$ cat src/rtl/stall_inj_pkg.sv
// stall_inj_pkg: shared types and helpers for the stall injector.
//   state_e   - injector FSM states
//   LFSR_TAPS - Galois feedback mask for the 16-bit PRNG
//   sat_inc   - saturating increment used by both statistics counters
package stall_inj_pkg;

  localparam int unsigned STAT_W = 32;
  localparam int unsigned THR_W  = 8;

  localparam logic [15:0] LFSR_TAPS = 16'hB400;

  typedef enum logic [1:0] {
    IDLE  = 2'd0,
    PASS  = 2'd1,
    STALL = 2'd2
  } state_e;

  // Increment that sticks at all-ones instead of wrapping.
  function automatic logic [STAT_W-1:0] sat_inc(input logic [STAT_W-1:0] v);
    return (&v) ? v : v + STAT_W'(1);
  endfunction

endpackage

$ cat src/rtl/stall_inj_lfsr.sv
// stall_inj_lfsr: right-shifting Galois LFSR.
//   clk, rst_n - clock, synchronous active-low reset (state resets to 1)
//   load, seed - load seed (a zero seed is replaced by 1); load wins over adv
//   adv        - advance one step
//   value      - current register contents
module stall_inj_lfsr #(
  parameter int unsigned      W    = 16,
  parameter logic [W-1:0]     TAPS = W'(16'hB400)
) (
  input  logic         clk,
  input  logic         rst_n,
  input  logic         load,
  input  logic [W-1:0] seed,
  input  logic         adv,
  output logic [W-1:0] value
);

  logic [W-1:0] lfsr_q;
  logic [W-1:0] lfsr_d;

  // Next value: load (zero seed would lock the LFSR, so map it to 1), step, or hold.
  always_comb begin
    lfsr_d = lfsr_q;
    if (load) begin
      lfsr_d = (seed == '0) ? W'(1) : seed;
    end else if (adv) begin
      lfsr_d = lfsr_q[0] ? ((lfsr_q >> 1) ^ TAPS) : (lfsr_q >> 1);
    end
  end

  always_ff @(posedge clk) begin
    if (!rst_n) begin
      lfsr_q <= W'(1);
    end else begin
      lfsr_q <= lfsr_d;
    end
  end

  assign value = lfsr_q;

endmodule

$ cat src/rtl/stall_injector.sv
// stall_injector: inline valid/ready bubble injector with reproducible stall windows.
//   clk, rst_n              - clock, synchronous active-low reset
//   cfg_we                  - latch cfg_*, reseed PRNG, clear statistics
//   cfg_en/thr/min_len/max_len/seed - injection knobs
//   s_valid/s_ready/s_data  - upstream channel
//   m_valid/m_ready/m_data  - downstream channel (combinational, zero latency)
//   stat_stall_cyc          - saturating count of STALL cycles
//   stat_xfers              - saturating count of accepted downstream beats
module stall_injector
  import stall_inj_pkg::*;
#(
  parameter int unsigned DATA_W = 32,
  parameter int unsigned CNT_W  = 8,
  parameter int unsigned LFSR_W = 16  // must be >= 8 + CNT_W
) (
  input  logic              clk,
  input  logic              rst_n,
  input  logic              cfg_we,
  input  logic              cfg_en,
  input  logic [THR_W-1:0]  cfg_thr,
  input  logic [CNT_W-1:0]  cfg_min_len,
  input  logic [CNT_W-1:0]  cfg_max_len,
  input  logic [LFSR_W-1:0] cfg_seed,
  input  logic              s_valid,
  output logic              s_ready,
  input  logic [DATA_W-1:0] s_data,
  output logic              m_valid,
  input  logic              m_ready,
  output logic [DATA_W-1:0] m_data,
  output logic [STAT_W-1:0] stat_stall_cyc,
  output logic [STAT_W-1:0] stat_xfers
);

  state_e             state_q, state_d;
  logic               en_q, en_d;
  logic [THR_W-1:0]   thr_q, thr_d;
  logic [CNT_W-1:0]   min_len_q, min_len_d;
  logic [CNT_W-1:0]   max_len_q, max_len_d;
  logic [CNT_W-1:0]   cnt_q, cnt_d;
  logic               pend_q, pend_d;
  logic [STAT_W-1:0]  stall_cyc_q, stall_cyc_d;
  logic [STAT_W-1:0]  xfers_q, xfers_d;

  logic [LFSR_W-1:0]  lfsr;
  logic               gate;
  logic               hold;
  logic               draw;
  logic [CNT_W-1:0]   len_r, len_lo, len_hi, stall_len;

  stall_inj_lfsr #(
    .W    (LFSR_W),
    .TAPS (LFSR_W'(LFSR_TAPS))
  ) u_lfsr (
    .clk   (clk),
    .rst_n (rst_n),
    .load  (cfg_we),
    .seed  (cfg_seed),
    .adv   (state_q != IDLE),
    .value (lfsr)
  );

  if (LFSR_W > 8 + CNT_W) begin : g_lfsr_hi
    logic unused_lfsr_hi;
    assign unused_lfsr_hi = ^lfsr[LFSR_W-1:8+CNT_W];
  end

  // Datapath: gating only ever removes valid/ready, data passes untouched.
  always_comb begin
    gate    = (state_q == STALL);
    m_data  = s_data;
    m_valid = s_valid & ~gate;
    s_ready = m_ready & ~gate;
    hold    = m_valid & ~m_ready;
  end

  // Config registers; en_d is the enable that will be in force next cycle.
  always_comb begin
    en_d      = en_q;
    thr_d     = thr_q;
    min_len_d = min_len_q;
    max_len_d = max_len_q;
    if (cfg_we) begin
      en_d      = cfg_en;
      thr_d     = cfg_thr;
      min_len_d = cfg_min_len;
      max_len_d = cfg_max_len;
    end
  end

  // Stall length: clamp the PRNG field into [max(min,1), max(max, lo)].
  always_comb begin
    len_r     = lfsr[8 +: CNT_W];
    len_lo    = (min_len_q == '0) ? CNT_W'(1) : min_len_q;
    len_hi    = (max_len_q < len_lo) ? len_lo : max_len_q;
    stall_len = len_r;
    if (len_r < len_lo) begin
      stall_len = len_lo;
    end else if (len_r > len_hi) begin
      stall_len = len_hi;
    end
  end

  // A stall may only start when no beat is being offered-and-held, now or last cycle.
  always_comb begin
    draw = (lfsr[7:0] < thr_q) & ~pend_q & ~hold;
  end

  // Injector FSM next state and stall counter.
  always_comb begin
    state_d = state_q;
    cnt_d   = cnt_q;
    unique case (state_q)
      IDLE: begin
        state_d = PASS;
      end
      PASS: begin
        if (draw) begin
          state_d = STALL;
          cnt_d   = stall_len;
        end
      end
      STALL: begin
        if (cnt_q <= CNT_W'(1)) begin
          state_d = PASS;
          cnt_d   = '0;
        end else begin
          cnt_d = cnt_q - CNT_W'(1);
        end
      end
      default: begin
        state_d = IDLE;
        cnt_d   = '0;
      end
    endcase
    // Disabling drops any stall at once; removing valid is always legal.
    if (!en_d) begin
      state_d = IDLE;
      cnt_d   = '0;
    end
  end

  // Pending guard and statistics; cfg_we clear beats a same-cycle increment.
  always_comb begin
    pend_d      = hold;
    stall_cyc_d = stall_cyc_q;
    xfers_d     = xfers_q;
    if (cfg_we) begin
      stall_cyc_d = '0;
      xfers_d     = '0;
    end else begin
      if (gate) begin
        stall_cyc_d = sat_inc(stall_cyc_q);
      end
      if (m_valid && m_ready) begin
        xfers_d = sat_inc(xfers_q);
      end
    end
  end

  always_ff @(posedge clk) begin
    if (!rst_n) begin
      state_q     <= IDLE;
      en_q        <= 1'b0;
      thr_q       <= '0;
      min_len_q   <= '0;
      max_len_q   <= '0;
      cnt_q       <= '0;
      pend_q      <= 1'b0;
      stall_cyc_q <= '0;
      xfers_q     <= '0;
    end else begin
      state_q     <= state_d;
      en_q        <= en_d;
      thr_q       <= thr_d;
      min_len_q   <= min_len_d;
      max_len_q   <= max_len_d;
      cnt_q       <= cnt_d;
      pend_q      <= pend_d;
      stall_cyc_q <= stall_cyc_d;
      xfers_q     <= xfers_d;
    end
  end

  assign stat_stall_cyc = stall_cyc_q;
  assign stat_xfers     = xfers_q;

endmodule

$ cat config.mk
export PLATFORM = sky130hd
export DESIGN_NAME = stall_injector
export DESIGN_NICKNAME = d
export VERILOG_FILES = /design/src/rtl/stall_inj_pkg.sv /design/src/rtl/stall_inj_lfsr.sv /design/src/rtl/stall_injector.sv
export SDC_FILE = /design/constraint.sdc
export NUM_CORES = 1
export LEC_CHECK = 0
export ABC_AREA = 1
export ABC_CLOCK_PERIOD_IN_PS = 8710
export CAP_MARGIN = 10
export CORE_MARGIN = 2
export CORE_UTILIZATION = 50
export CTS_CLUSTER_DIAMETER = 60
export DETAILED_ROUTE_END_ITERATION = 8
export GPL_ROUTABILITY_DRIVEN = 0
export PLACE_DENSITY = 0.8
export SYNTH_ARGS = -nofsm -noshare
export SYNTH_HDL_FRONTEND = slang
export SYNTH_SLANG_ARGS = --single-unit
export TNS_END_PERCENT = 30
$ cat constraint.sdc
create_clock -name clk -period 8.71 [get_ports clk]
set_clock_uncertainty 0.1 [all_clocks]
set_input_delay 1.742 -clock clk [delete_from_list [all_inputs] [get_ports clk]]
set_output_delay 1.742 -clock clk [all_outputs]
set_load 0.03 [all_outputs]
**Word-level counts from Yosys, hierarchy flattened**

Index checks and enable logic that the tools add are counted.

- Bits in registers: 116
- Input port bits: 78
- Output and inout port bits: 98
- Logic and storage cells: 65

- Add/sub/neg operators: 3
- Magnitude comparators: 5
- Equality and inequality tests: 4
- Mux-type cells: 15
- Bitwise gates (word level): 14
- Reduce and logical (&&, ||, !) cells: 14

Operators with widths:

| cell | count |
|---|---|
| $add 32x1->32 const B | 2 |
| $mux 16 | 4 |
| $reduce_and 32->1 | 2 |
| $mux 8 | 6 |
| $lt 8x8->1 | 3 |
| $pmux 8 s3 | 1 |
| $logic_not 16->1 | 1 |
| $reduce_and 2->1 | 5 |
| $gt 8x8->1 | 1 |
| $le 8x1->1 const B | 1 |
| $logic_not 8->1 | 1 |
| $not 1->1 | 8 |
| $sub 8x1->8 const B | 1 |
| $pmux 2 s3 | 1 |
| $and 1x1->1 | 5 |
| $mux 2 | 2 |
| $not 3->4 | 1 |
| $reduce_bool 2->1 | 2 |
| $eq 2x1->1 const B | 1 |
| $eq 2x2->1 const B | 1 |
| $logic_not 2->1 | 1 |
| $ne 2x1->1 const B | 1 |
| $ne 2x2->1 const B | 1 |
| $reduce_or 2->1 | 1 |
| 2 further kinds | 2 |

**Longest topological paths before layout**

- Depth in word-level cells: 9
- Gate-level depth with buffers: 26
- Depth with buffers taken out: 25

**By module**

A second synthesis with hierarchy kept.

- Cells, all modules: 1068
- Area total of the unflattened synthesis: 7243.2 um^2

Modules (own cells, without submodules):

| module | instances | cells an instance | area an instance (um^2) | seq. area each (um^2) |
|---|---|---|---|---|
| stall_injector | 1 | 946 | 6388.6 | 2001.9 |
| stall_inj_lfsr | 1 | 122 | 854.6 | 320.3 |

**Least setup slack after synthesis**

No wires, ideal clock.

- Path kind: in2out
- Start: input port s_valid
- End: output port m_valid
- Data arrival time: 2203 ps
- Required time: 6868 ps
- Slack: 4665 ps
- Cell stages on the path: 2
- Buffers on the path: 0
- Path through: inv_1 -> nor2_1

- Longest elaborated chain between the ends: 1

Ends and longest elaborated chain:

| element | line | text |
|---|---|---|
| start: declaration | stall_injector.sv:24 | `input logic s_valid,` |
| $and 1x1->1 | stall_injector.sv:71 | `m_valid = s_valid & ~gate;` |
| end: declaration | stall_injector.sv:27 | `output logic m_valid,` |

No other way between the ends.

**Worst setup path after layout**

Same ends and word-level chain as after synthesis.

==> results_dict.tcl <==
set metrics [dict create \
    status "completed" \
    post_cts_buffers 0 \
    dp_hpwl_um 13500 \
    drt_first_pass_iters 6 \
    yosys.area.top_type "dfxtp_1" \
    clk_latency_ns 0.42 \
    critPathRequiredTime_ns 6.87 \
    finalHoldViolations 0 \
    synth_nets 1180 \
    worst_hold_path_type "flop to flop" \
    relSlewSlack 0.264 \
    worst_slew_pin_slew_ns 1.10 \
    synth-seq-cells 116 \
    ir_worst_vdd_v 0.000153 \
    drc_errors 0 \
    drt-total-wl_um 18600 \
    synth_edf_count 0 \
    grt_overflow 0 \
    drv_slew 0 \
    via_count 7237 \
    synthTopCellsByArea "dfxtp_1, nand2_1, a21oi_1" \
    die_y_um 124 \
    crit_path_max_fanout 2 \
    maxClockFrequency_mhz 205 \
    fp.dieW_um 124 \
    drt_iter0_markers 758 \
    setup.worst_path.start_class "input port" \
    cts_tree "done" \
    insertedDiodeCount 0 \
    nNetsFinal 1251 \
    drive_gt1_frac 0.0523 \
    syn-cell-area_um2 7150 \
    io_buffers 111 \
    start_util 0.513 \
    final_antenna_net_count 0 \
    antenna_found_initial 0 \
    ys_types 45 \
    dieArea_um2 15300 \
    rows 43 \
    grt_start_max_net_pins 65 \
    grt_pass1_wl_um 30400 \
    cts_sinks 116 \
    critPathKind "input port to output pin" \
    ys_seq_area_frac 0.325 \
    final_common_cell "nand2_1" \
    powerDensity_nw_per_um2 169 \
    cts.repair.resized 0 \
    grt_usage 0.248 \
    period_share 0.560 \
    hold_start "thr_q[6]$_SDFFE_PN0P_" \
    cts_root_buffer "clkbuf_16" \
    via_per_inst 5.45 \
    fin_util 0.625 \
    synth.top_cell.area_share 0.325 \
    fin_setup_tns_ns 0 \
    reg2reg_from "min_len_q[5]$_SDFFE_PN0P_" \
    cts.path.max_buffers 2 \
    io_pins 176 \
    synthCells 1065 \
    cts_made_buffers 17 \
    clk_pin_slew_ns 0.05 \
    synth-main-ff-cell "dfxtp_1" \
    setup_viol 0 \
    final_cell_mix "nand2_1, inv_1, dfxtp_1" \
    wl_per_cell_um 14.0 \
    layout_min_cycle_time_ns 4.88 \
    syn_to_final_growth_pct 21.8 \
    ys_warn_count 0 \
    leakage_nw 3.37 \
    grt_pass1_vias 6505 \
    coreArea_um2 13900 \
    endpoint_kind "output pin" \
    crit_start "s_valid" \
    async_flop_share 0 \
    syn_avg_cell_area_um2 6.72 \
    cts_hold_buf 0 \
    cts_max_level 4 \
    rsz0062_at_grt "false" \
    arrival_ns 3.04 \
    cap_violations 0 \
]
report_power, final:
part	switching [mW]	total, mW	internal, mW
clock	0.245	0.686	0.441
combinational	0.139	0.225	0.0861
sequential	0.0130	0.561	0.548
total	0.397	1.47	1.08
sequential cells by signal (all words and copies together), names as in the netlist:
| name | cells |
|---|---|
| en_q | 1 |
| max_len_q | 8 |
| min_len_q | 8 |
| pend_q | 1 |
| state_q | 2 |
| u_lfsr.value | 16 |
| stat_stall_cyc | 32 |
| stat_xfers | 32 |
| cnt_q | 8 |
| thr_q | 8 |
worst max-delay path: stages:
cell and delay [ns]:
clkdlybuf4s50_1 0.45, inv_1 0.05, nor2_1 0.11, clkdlybuf4s50_1 0.68
metal layers:
layer  global-route usage  routed length, µm  vias up
met2                0.402               8710      293
met5                    0                  0        -
li1                     -                  -     3618
met1                0.325               8230     3280
met4               0.0966                419        0
met3               0.0508               1280       46
cell usage after synthesis, types with 4 or more instances:
cell      number
nand2_1      249
inv_1        121
dfxtp_1      116
a21oi_1      109
nor2_1        95
o21ai_0       68
nand3_1       41
ha_1          37
nor3_1        35
buf_4         34
xor2_1        24
clkbuf_1      23
nor4_1        17
nand4_1       11
a211oi_1       9
inv_2          9
xnor2_1        7
nand2_2        5
o21a_1         5
a31oi_1        4
nor2_2         4
worst paths after layout:
kind	end	slack, ns	depth (start not counted)
worst max-delay path	m_valid	3.83	4
worst min-delay path	thr_q[6]$_SDFFE_PN0P_	0.37	2
worst max register to register	cnt_q[7]$_SDFFE_PN0P_	4.34	19
worst min register to register	thr_q[6]$_SDFFE_PN0P_	0.37	2
area by class of cell:
type                       count  area [µm²]
inverter                     132         495
sequential                   116        2320
multi-input combinational    755        3960
clock buffer                  23         478
timing repair buffer         114        1130
clock inverter                 8         100
tap                          180         225
fill                        1255        5220
kinds of logic (layout without fill, tap and decap cells):
family | count (synthesis) | after routing | synth area share
AOI/OAI and AO/OA | 214 | 214 | 0.164
buffers and inverters | 194 | 277 | 0.122
adders and majority gates | 37 | 37 | 0.0647
DFF | 116 | 116 | 0.325
xor gates and xnor gates | 31 | 31 | 0.0380
and+or+nand+nor | 473 | 473 | 0.287
stage by stage:
| step | instance area [µm²] | hold slack (ns) | setup slack, ns | power, mW | instances |
|---|---|---|---|---|---|
| after floorplan | 7150 | 0.331 | 4.67 | 0.753 | 1065 |
| after global placement | 8140 | 0.355 | 3.84 | 0.786 | 1297 |
| after detailed placement | 8140 | 0.361 | 3.82 | 0.790 | 1297 |
| after CTS | 8710 | 0.372 | 3.82 | 1.47 | 1328 |
| after global routing | 8710 | 0.384 | 3.72 | 1.54 | 1328 |
| final | 8710 | 0.372 | 3.83 | 1.47 | 1328 |
No activity file was read; power rests on OpenSTA's default activity.
==> RTL change, RTL diff (same settings) <==
Add an input register stage for `cfg_min_len`, cleared by the reset; this delays it by one clock. The other inputs are not delayed to match.
--- a/src/rtl/stall_injector.sv
+++ b/src/rtl/stall_injector.sv
@@ -31,4 +31,14 @@
   output logic [STAT_W-1:0] stat_xfers
 );
+
+  logic [CNT_W-1:0] cfg_min_len_q;
+
+  always_ff @(posedge clk) begin
+    if (!rst_n) begin
+      cfg_min_len_q <= '0;
+    end else begin
+      cfg_min_len_q <= cfg_min_len;
+    end
+  end
 
   state_e             state_q, state_d;
@@ -83,5 +93,5 @@
       en_d      = cfg_en;
       thr_d     = cfg_thr;
-      min_len_d = cfg_min_len;
+      min_len_d = cfg_min_len_q;
       max_len_d = cfg_max_len;
     end
Behaviour: not the same (Yosys sat finds a counterexample within 4 cycles, from zero or initial values and one cycle with rst_n low).
==> RTL change against the unedited design <==
- sequential cell count is 8 higher
- area after synthesis up 2.1%
- critical path depth stayed put
- die area increased by 2.0%
- highest routed layer is now met5
- largest cell class unchanged
- critical path type unchanged
- first-iteration DRC count shrank 32%
- largest power group unchanged
- setup slack got worse by 22 ps
- total power up 0.13%
- final area rose by 1.6%
- clock power shrank 6.9%
- maximum frequency fell by 0.45%
- routed wire length is 2.3% higher
==> RTL change: results (changes against the unedited design) <==
- Status: finished clean
- Layout cells sized above 1: 6.43% (+1.2 points)
- Seq/Total Area, Yosys: 34.0% (+1.5 points)
- Post-Layout Cell Count: 1,336 (+0.60%)
- Clk power: 0.000639 W (-6.9%)
- Syn Nets: 1,178 (-0.17%)
- Seq pwr: 0.000598 W (+6.6%)
- GRT Util Overall: 24.5% (-0.32 points)
- Ranking of synthesized cells by area: dfxtp_1, nand2_1, a21oi_1, inv_1, ha_1
- Met1 usage: 31.8% (-0.63 points)
- Top post-synthesis cells by count: nand2_1, inv_1, dfxtp_1
- Slew @ Worst Pin: 1080 ps (-23.8 ps)
- Met3 routed WL: 1.48 mm (+16%)
- Reg2reg setup slack: 4420 ps (+80 ps)
- Hold path startpoint: min_len_q[0]
- Grt met3 use: 6.14% (+1.1 points)
- FILL cells: 1,297 (+3.3%)
- Met1 Wirelength: 8.36 mm (+1.6%)
- Reg2Reg Depth: 20 (+1)
- Routed wl met2: 8.82 mm (+1.3%)
- Critical Path AT: 3060 ps (+20 ps)
- Root Buffer: clkbuf_16
- Initial antenna violation count: 2 (+2)
- Top Layer Used: met5
- Clock Path Buffers: 2 (unchanged)
- WHS Endpoint: min_len_q[0]
- Min-Delay Path Depth: 2 (unchanged)
- Post-DP HPWL: 13.6 mm (+0.57%)
- Yosys cell types: 50 (+11%)
- Yosys Warn Count: 0 (unchanged)
- First-pass GRT wire length: 31.6 mm (+4.0%)
- Port bufs: 111 (unchanged)
- Largest net degree at the start of global routing: 58 (-11%)
- Net Sw Frac: 27.9% (+0.89 points)
- Met2 Resource Use GR: 39.9% (-0.26 points)
- 1st-iter DRT viols: 514 (-32%)
- Max cap viols: 0 (unchanged)
- Final nets: 1,254 (+0.24%)
- Post-synth top flop: dfxtp_1
- Reg-to-reg critical path endpoint: cnt_q[2]
- CP Launch Point: s_valid
- Vias in the first global route: 6,681 (+2.7%)
- Drt wl/cell: 14.3 µm (+1.7%)
- R2R Path Start: min_len_q[5]
- Leakage power figure: 3.40 nW (+0.96%)
- Synthesized instance count: 1,063 (-0.19%)
- Worst hold path class: flop to flop
- Worst VDD drop: 0.137 mV (-11%)
- Detailed Routing Iterations Pass 1: 5 (-1)
- Placed Cells: 1,304 (+0.54%)
- Vias per cell: 5.44 (about the same)
==> RTL change: cell types whose count changed after synthesis, moves of 3 or more <==
cell,before,now
nand3_1,41,37
nor2_2,4,11
nand4_1,11,19
o21ai_0,68,76
nor3_2,0,6
dfxtp_1,116,124
nand2_1,249,233
xor2_1,24,15
inv_2,9,3
nand2_2,5,9
a211oi_1,9,6
inv_1,121,125
clkbuf_1,23,19
==> RTL change: area by class of cell <==
| type | count | area (µm²) | area share, % |
|---|---|---|---|
| antenna | 1 | 2.50 | 0.0283 |
| timing repair buffer | 114 | 1130 | 12.8 |
| inverter | 130 | 490 | 5.54 |
| tap | 184 | 230 | 2.60 |
| multi-input combinational | 752 | 3980 | 45.0 |
| clock buffer | 24 | 492 | 5.56 |
| sequential | 124 | 2480 | 28.1 |
| clock inverter | 7 | 40.0 | 0.452 |
==> RTL change: worst max-delay path: stages <==
cell	delay, ps
clkdlybuf4s50_1	450
inv_1	50
nor2_1	120
clkdlybuf4s50_1	690
==> RTL change: stage by stage <==
| step | total power, W | utilization [%] | setup WS, ps | hold slack, ps | cell area (µm²) |
|---|---|---|---|---|---|
| CTS | 0.00147 | 61.3 | 3800 | 365 | 8850 |
| detailed placement | 0.000839 | 57.7 | 3810 | 358 | 8320 |
| finish | 0.00147 | 61.4 | 3810 | 366 | 8850 |
| floorplan | 0.000798 | - | 4660 | 331 | 7310 |
| global placement | 0.000832 | 57.7 | 3830 | 349 | 8320 |
| global route | 0.00154 | 61.4 | 3720 | 392 | 8850 |
==> RTL change: logic make-up after synthesis <==
group	share of synthesized area [%]
compound gates	15.9
simple gates	29.6
buf+inv	11.6
xor+xnor	2.64
flops	34.0
fa+ha+maj	6.34
